[src/rtl/chu_gpi_event_if.sv]
// chu_gpi_event_if -- MMIO slot bus bundle shared by the slot cores.
//
// Signals:
//   cs      : slot chip select
//   read    : read strobe (informational; reads have no side effects)
//   write   : write strobe; a register write happens when cs & write
//   addr    : 5-bit register word address
//   wr_data : 32-bit write data
//   rd_data : 32-bit read data returned by the slave
//
// Modports: master (bus controller side), slave (core side).
interface chu_gpi_event_if;
   logic        cs;
   logic        read;
   logic        write;
   logic [4:0]  addr;
   logic [31:0] wr_data;
   logic [31:0] rd_data;

   modport master (output cs, read, write, addr, wr_data, input rd_data);
   modport slave  (input cs, read, write, addr, wr_data, output rd_data);
endinterface

[src/rtl/chu_gpi_event.sv]
// chu_gpi_event -- general-purpose input core with edge events and interrupt.
//
// Synchronises W asynchronous inputs, exposes their level, and captures
// enabled rising/falling edges into sticky write-1-to-clear event flags.
// irq is a registered level interrupt: irq_en & (any event pending).
//
// Register map (word address, W-bit fields, upper bits read 0):
//   0 LEVEL   RO    current (synchronised / debounced) input level
//   1 EVENT   W1C   sticky edge flags; a new edge beats a same-cycle clear
//   2 RISE_EN RW    per-bit rising-edge capture enable
//   3 FALL_EN RW    per-bit falling-edge capture enable
//   4 IRQ_EN  RW    bit 0 only
//   5..31           read 0, writes ignored
//
// Ports:
//   clk   : system clock, rising edge
//   reset : synchronous active-low reset
//   bus   : MMIO slot bus (chu_gpi_event_if.slave)
//   din   : W asynchronous external inputs
//   irq   : registered level interrupt
//
// Build option: define GPI_EVENT_DEBOUNCE_EN to add a per-bit debounce
// counter; LEVEL then changes only after DB_TICKS stable cycles.
module chu_gpi_event #(
   parameter int W           = 8,
   parameter int SYNC_STAGES = 2,
   parameter int DB_TICKS    = 20000
) (
   input  logic             clk,
   input  logic             reset,
   chu_gpi_event_if.slave   bus,
   input  logic [W-1:0]     din,
   output logic             irq
);

   logic [SYNC_STAGES-1:0][W-1:0] sync_reg;
   logic [W-1:0] s;
   logic [W-1:0] lvl_reg, lvl_next;
   logic [W-1:0] prev_reg;
   logic [W-1:0] event_reg, event_next;
   logic [W-1:0] rise_en_reg, fall_en_reg;
   logic         irq_en_reg;
   logic [W-1:0] ev_set, clr;
   logic         wr_en;
   logic         unused_bits;

   // read strobe and wr_data bits above W carry no meaning for this core
   assign unused_bits = ^{bus.read, bus.wr_data};

   assign s     = sync_reg[SYNC_STAGES-1];
   assign wr_en = bus.cs & bus.write;

   // Synchroniser chain: stage 0 samples din, last stage feeds the level logic
   always_ff @(posedge clk) begin
      if (!reset)
         sync_reg <= '0;
      else
         sync_reg <= {sync_reg[SYNC_STAGES-2:0], din};
   end

`ifdef GPI_EVENT_DEBOUNCE_EN
   localparam int CW = $clog2(DB_TICKS + 1);
   localparam logic [CW-1:0] CNT_LAST = CW'(DB_TICKS - 1);

   // Per-bit debounce: count consecutive cycles where s differs from lvl;
   // adopt s only once it has disagreed for DB_TICKS cycles in a row.
   generate
      for (genvar gi = 0; gi < W; gi++) begin : g_db
         logic [CW-1:0] cnt_reg;
         logic          differ;
         logic          expire;

         assign differ       = s[gi] ^ lvl_reg[gi];
         assign expire       = differ && (cnt_reg == CNT_LAST);
         assign lvl_next[gi] = expire ? s[gi] : lvl_reg[gi];

         always_ff @(posedge clk) begin
            if (!reset)
               cnt_reg <= '0;
            else if (!differ || expire)
               cnt_reg <= '0;
            else
               cnt_reg <= cnt_reg + 1'b1;
         end
      end
   endgenerate
`else
   assign lvl_next = s;
`endif

   // Edge detection on the level register; prev trails lvl by one cycle
   assign ev_set = (lvl_reg & ~prev_reg & rise_en_reg) |
                   (~lvl_reg & prev_reg & fall_en_reg);
   assign clr    = (wr_en && bus.addr == 5'd1) ? bus.wr_data[W-1:0] : '0;

   // Set has priority over clear on the same bit
   assign event_next = ev_set | (event_reg & ~clr);

   always_ff @(posedge clk) begin
      if (!reset) begin
         lvl_reg     <= '0;
         prev_reg    <= '0;
         event_reg   <= '0;
         rise_en_reg <= '0;
         fall_en_reg <= '0;
         irq_en_reg  <= 1'b0;
         irq         <= 1'b0;
      end else begin
         lvl_reg   <= lvl_next;
         prev_reg  <= lvl_reg;
         event_reg <= event_next;
         // uses event_next so irq rises together with the visible flag
         irq       <= irq_en_reg & (|event_next);
         if (wr_en) begin
            case (bus.addr)
               5'd2:    rise_en_reg <= bus.wr_data[W-1:0];
               5'd3:    fall_en_reg <= bus.wr_data[W-1:0];
               5'd4:    irq_en_reg  <= bus.wr_data[0];
               default: ;
            endcase
         end
      end
   end

   always_comb begin
      bus.rd_data = '0;
      case (bus.addr)
         5'd0:    bus.rd_data = 32'(lvl_reg);
         5'd1:    bus.rd_data = 32'(event_reg);
         5'd2:    bus.rd_data = 32'(rise_en_reg);
         5'd3:    bus.rd_data = 32'(fall_en_reg);
         5'd4:    bus.rd_data = {31'b0, irq_en_reg};
         default: bus.rd_data = '0;
      endcase
   end

endmodule

[src/flat_wrapper.sv]
// flat-port wrapper written by rule: the top's interface ports become plain ports
module chu_gpi_event_flat 
#(
   parameter int W           = 8,
   parameter int SYNC_STAGES = 2,
   parameter int DB_TICKS    = 20000
)
  (clk, reset, din, irq, bus_cs, bus_read, bus_write, bus_addr, bus_wr_data, bus_rd_data);
  chu_gpi_event_if bus_i ();
  input  logic clk;
  input  logic reset;
  input  logic [W-1:0] din;
  output logic irq;
  input wire logic [$bits(bus_i.cs)-1:0] bus_cs;
  input wire logic [$bits(bus_i.read)-1:0] bus_read;
  input wire logic [$bits(bus_i.write)-1:0] bus_write;
  input wire logic [$bits(bus_i.addr)-1:0] bus_addr;
  input wire logic [$bits(bus_i.wr_data)-1:0] bus_wr_data;
  output wire logic [$bits(bus_i.rd_data)-1:0] bus_rd_data;
  assign bus_i.cs = bus_cs;
  assign bus_i.read = bus_read;
  assign bus_i.write = bus_write;
  assign bus_i.addr = bus_addr;
  assign bus_i.wr_data = bus_wr_data;
  assign bus_rd_data = bus_i.rd_data;
  chu_gpi_event #(.W(W), .SYNC_STAGES(SYNC_STAGES), .DB_TICKS(DB_TICKS)) u_core (.clk(clk), .reset(reset), .bus(bus_i), .din(din), .irq(irq));
endmodule
[config.mk]
export PLATFORM = sky130hd
export DESIGN_NAME = chu_gpi_event_flat
export DESIGN_NICKNAME = d
export VERILOG_FILES = /design/src/rtl/chu_gpi_event_if.sv /design/src/rtl/chu_gpi_event.sv /design/src/flat_wrapper.sv
export SDC_FILE = /design/constraint.sdc
export NUM_CORES = 1
export LEC_CHECK = 0
export CAP_MARGIN = 10
export CORE_UTILIZATION = 45
export DETAILED_ROUTE_END_ITERATION = 7
export HOLD_SLACK_MARGIN = 0.1
export PLACE_DENSITY = 0.89
export RECOVER_POWER = 25
export SYNTH_ARGS = -nofsm -noshare
export SYNTH_HDL_FRONTEND = slang
export SYNTH_SLANG_ARGS = --single-unit
[constraint.sdc]
create_clock -name clk -period 1.8 [get_ports clk]
set_input_delay 0.18 -clock clk [delete_from_list [all_inputs] [get_ports clk]]
set_output_delay 0.18 -clock clk [all_outputs]
set_load 0.05 [all_outputs]
Word level (Yosys, flattened, before mapping)
Cells that the tools add are included.
- multiply operators: 0
- bitwise gates (word level): 12
- reduce and logical (&&, ||, !) cells: 6
- magnitude comparators: 0
- eq/ne operators: 4
- shift-type cells: 0
- $add $sub $neg: 0
- multiplexer cells: 2
- div/mod/pow operators: 0
- operators by type and width (operator ; number):
    AND 8 bit ; 5
    one-hot mux 8 bit (5 select lines) ; 1
    inverter 8 bit ; 3
    bitwise OR 8 bit ; 2
    == test 5 x 2 -> 1 bit, second input constant ; 2
    2-to-1 mux 8 bit ; 1
    OR reduction 8 bit ; 1
    AND reduction 2 bit ; 3
    == test 5 x 1 -> 1 bit, second input constant ; 1
    == test 5 x 3 -> 1 bit, second input constant ; 1
    zero test 5 bit ; 1
    AND 1 bit ; 2
    logical AND 1 bit ; 1
- output and inout bits: 33
- input port bits: 50
- memory bits (writable): 0
- bits in latches: 0
- ROM bits: 0
- memories: 0
- word-level logic and storage cells: 33
- register bits after elaboration: 58

Logic depth before layout (Yosys ltp)
- depth in word-level cells: 8
- gate-level depth with buffers: 6
- mapped depth without buffers: 4

Least setup slack after synthesis
OpenSTA, ideal clock, no wires.
- kind: input-to-reg
- start: in bus_addr[4]
- end: reg u_core.irq
- data required time: 1.664 ns
- path slack: 0.194 ns
- stages: 5
- arrival time: 1.470 ns
- library setup time: 0.136 ns
- buffers on the path: 1
- cell sequence: or3_4 or4_4 buf_6 a211oi_2 a41oi_1
- cells in the longest elaborated chain, start to end: 8
- ends and longest elaborated chain (element ; line ; source):
    from (decl) ; flat_wrapper.sv:17 ; input wire logic [$bits(bus_i.addr)-1:0] bus_addr;
    == test 5 x 1 -> 1 bit ; chu_gpi_event.sv:94 ; assign clr = (wr_en && bus.addr == 5'd1) ? bus.wr_data[W-1:0] : '0;
    logical AND 1 bit ; chu_gpi_event.sv:94 ;
    2-to-1 mux 8 bit ; chu_gpi_event.sv:94 ;
    inverter 8 bit ; chu_gpi_event.sv:97 ; assign event_next = ev_set | (event_reg & ~clr);
    AND 8 bit ; chu_gpi_event.sv:97 ;
    bitwise OR 8 bit ; chu_gpi_event.sv:97 ;
    OR reduction 8 bit ; chu_gpi_event.sv:113 ; irq <= irq_en_reg & (|event_next);
    AND 1 bit ; chu_gpi_event.sv:113 ;
    to (signal assigned) ; chu_gpi_event.sv:113 ;
    to (decl) ; chu_gpi_event.sv:33 ; output logic irq
Every way passes these cells.
A chain may end at the register's enable or synchronous reset.

Worst setup path after layout
- start: reg u_core.lvl_reg[3]
- end: out bus_rd_data[3]
- cells in the longest elaborated chain, start to end: 1
- ends and longest elaborated chain (element ; line ; source):
    from (decl) ; chu_gpi_event.sv:38 ; logic [W-1:0] lvl_reg, lvl_next;
    from (signal assigned) ; chu_gpi_event.sv:109 ; lvl_reg <= lvl_next;
    one-hot mux 8 bit (5 select lines) ; chu_gpi_event.sv:127 ; case (bus.addr)
    to (decl) ; flat_wrapper.sv:19 ; output wire logic [$bits(bus_i.rd_data)-1:0] bus_rd_data;
Every way passes these cells.

==> qor.txt <==
status: finished, final reports clean
H-Tree Depth: 3
# rows: 26
Combinational Power Share: 10.4%
TritonCTS buffer count: 9
Synth Instances: 242
Starting Density: 48.0%
CTS tree: built
period utilisation layout: 93.8%
maxcap violations: 0
sw power: 624 uW
share of layout cells above drive strength 1: 16.4%
average cell area after synthesis: 10.5 sq um
Worst EP arrival: 1.51 ns
Die X: 77.0 microns
worst IR drop on VDD: 0.603 mV
most frequent cells in the layout: 58 x dfxtp_1, 34 x and2_1, 25 x nor2b_1, 24 x conb_1, 22 x clkdlybuf4s50_1
WP buf/inv: 1
post-DP HPWL: 3360 microns
First-pass DRT Iterations: 4
clock latency at the later pin of the worst-skew pair: 0.33 ns
cts hold-fix bufs: 0
RSZ-0062 raised after global routing: no
register area share after synthesis: 45.9%
Synth Cell Area: 2530 sq um
placed inst area: 2890 sq um
num ports: 83
vias post-DR: 1750
vias per cell: 4.82
static leakage: 0.00123 uW
Hold WS: 0.428 ns
largest net degree at the start of global routing: 35
Sequential Power Share: 51.1%
WL final: 4780 microns
crit-path max cell delay: 0.46 ns
Max Clock Freq: 592 MHz
First DRT Iteration DRCs: 89
ANT nets after route: 0
GP Congestion: 0.777
IO buf count: 33
Power Density: 844 nW/um^2
Setup CP Type: flip-flop to primary output
Worst Clk Skew: 0.00344 ns
FILL cells: 446
clk slew on worst S/H paths: 0.06 ns
Die Area: 5930 sq um
worst hold path class: flip-flop to flip-flop
post-synthesis cell type count: 29
Design Area, Final: 3070 sq um
Final min period: 1.69 ns
synthesized flop and latch total: 58
DRC Markers: 0
TNS Setup: 0 ns
fin nets: 341
critical path's top delay family: multiplexers
Synth Warn #: 0
# clock sinks: 58
startpoint class of the critical path: flip-flop
vias in the first global route: 1680
Area Overhead vs Synth: 21.2%
all-layer global routing usage: 17.3%
die height: 77.0 microns
Internal Power: 1960 uW
DR WL/cell: 13.2 microns
Max Root-Sink Buffers: 2
Max-slew headroom: 53.1%
commonest non-fill, non-tap cell in the layout: dfxtp_1
first-pass GRT wire length: 7750 microns
clk root buf: clkbuf_8
Final Core Density: 58.2%
worst path required time: 1.62 ns
Core Area: 5270 sq um
Worst Path Max Fanout: 4
fin. max-slew vios: 0
switching share of power: 24.1%
Hold Vio Cnt, Final: 0
Setup crit end kind: primary output
Tot Pwr: 2590 uW
antenna violations before repair: 0
clock power share: 38.5%
slew at the pin closest to its max-slew limit: 0.703 ns
Crit-path slowest cell: mux4_2
crit-path cells: mux4_2 -> and2_1 -> buf_4
total gr overflow: 0
# diodes: 0
Final setup viols: 0
-- cell type report --
class / count / area [sq um] / area share, %
tap: 70 / 87.6 / 2.86
inverter: 1 / 3.75 / 0.122
clock buffer: 13 / 159 / 5.18
sequential: 58 / 1160 / 37.9
timing repair buffer: 49 / 432 / 14.1
multi-input combinational: 172 / 1220 / 39.9
-- cell families (layout without fill, tap and decap cells) --
logic type | count (synthesis) | in the layout | synth area share, %
muxes | 25 | 25 | 13.8
and+or+nand+nor | 107 | 107 | 26.4
other | 1 | 24 | 0.148
DFF | 58 | 58 | 45.9
AOI/OAI and AO/OA | 16 | 16 | 4.35
buffers and inverters | 35 | 63 | 9.35
-- worst reg2reg max path, stage by stage (launching register included) --
cell and delay [ns]:
dfxtp_1 0.34, nor4_1 0.29, nand2_1 0.12, a211oi_2 0.22, a41oi_1 0.13
-- layer usage --
metal | vias up | track usage (%) | wire length [microns]
li1 | 866 | - | -
met1 | 817 | 19.7 | 2030
met2 | 55 | 28.4 | 2360
met3 | 12 | 6.07 | 275
met4 | 0 | 9.43 | 116
met5 | - | 0 | 0
-- power groups by stage --
stage | combinational [uW] | clock [uW] | sequential, uW
after floorplan | 220 | 0 | 1340
after global placement | 264 | 0 | 1350
after detailed placement | 266 | 0 | 1350
after CTS | 270 | 1030 | 1320
after global routing | 285 | 1080 | 1320
final | 269 | 996 | 1320
-- worst paths after layout --
kind	from	endpoint	slack (ns)	cells past startpoint
worst max-delay path	u_core.lvl_reg[3]	bus_rd_data[3]	0.11	3
worst min-delay path	u_core.sync_reg[7]	u_core.lvl_next[7]	0.43	1
worst max register to register	u_core.event_reg[2]	u_core.irq	0.58	4
worst min register to register	u_core.sync_reg[7]	u_core.lvl_next[7]	0.43	1
-- cells in the mapped netlist --
master	count	share of area [%]
dfxtp_1	58	46
and2_1	39	9.6
buf_4	25	7.4
nor2b_1	25	6.2
mux2i_1	17	6.7
nand2_1	11	1.6
nand3b_1	10	3.0
mux4_2	8	7.1
a21oi_1	7	1.4
nand2b_1	6	1.5
o211ai_1	6	1.8
clkbuf_1	5	0.74
nand3_1	4	0.79
buf_2	3	0.59
nor4_1	3	0.74
or2b_1	2	0.59
a211oi_2	1	0.49
a21oi_2	1	0.35
a41oi_1	1	0.35
buf_6	1	0.45
conb_1	1	0.15
inv_1	1	0.15
nand4_1	1	0.25
nor2_1	1	0.15
nor3_1	1	0.20
nor3_4	1	0.64
or3_1	1	0.25
or3_4	1	0.45
or4_4	1	0.45
-- what timing repair did --
item,in CTS,in global routing
cloned,0,0
gates resized for setup,4,1
endpoints found under the setup margin,8,1
pin swaps,0,1
setup buffers,1,0
-- through the flow --
stage	instances	worst slack [ns]
after CTS	363	0.0650
final	363	0.111
after global routing	363	0.00881
after detailed placement	349	-0.289
after floorplan	265	0.194
after global placement	349	-0.235
Power figures use the tool's default switching activity.
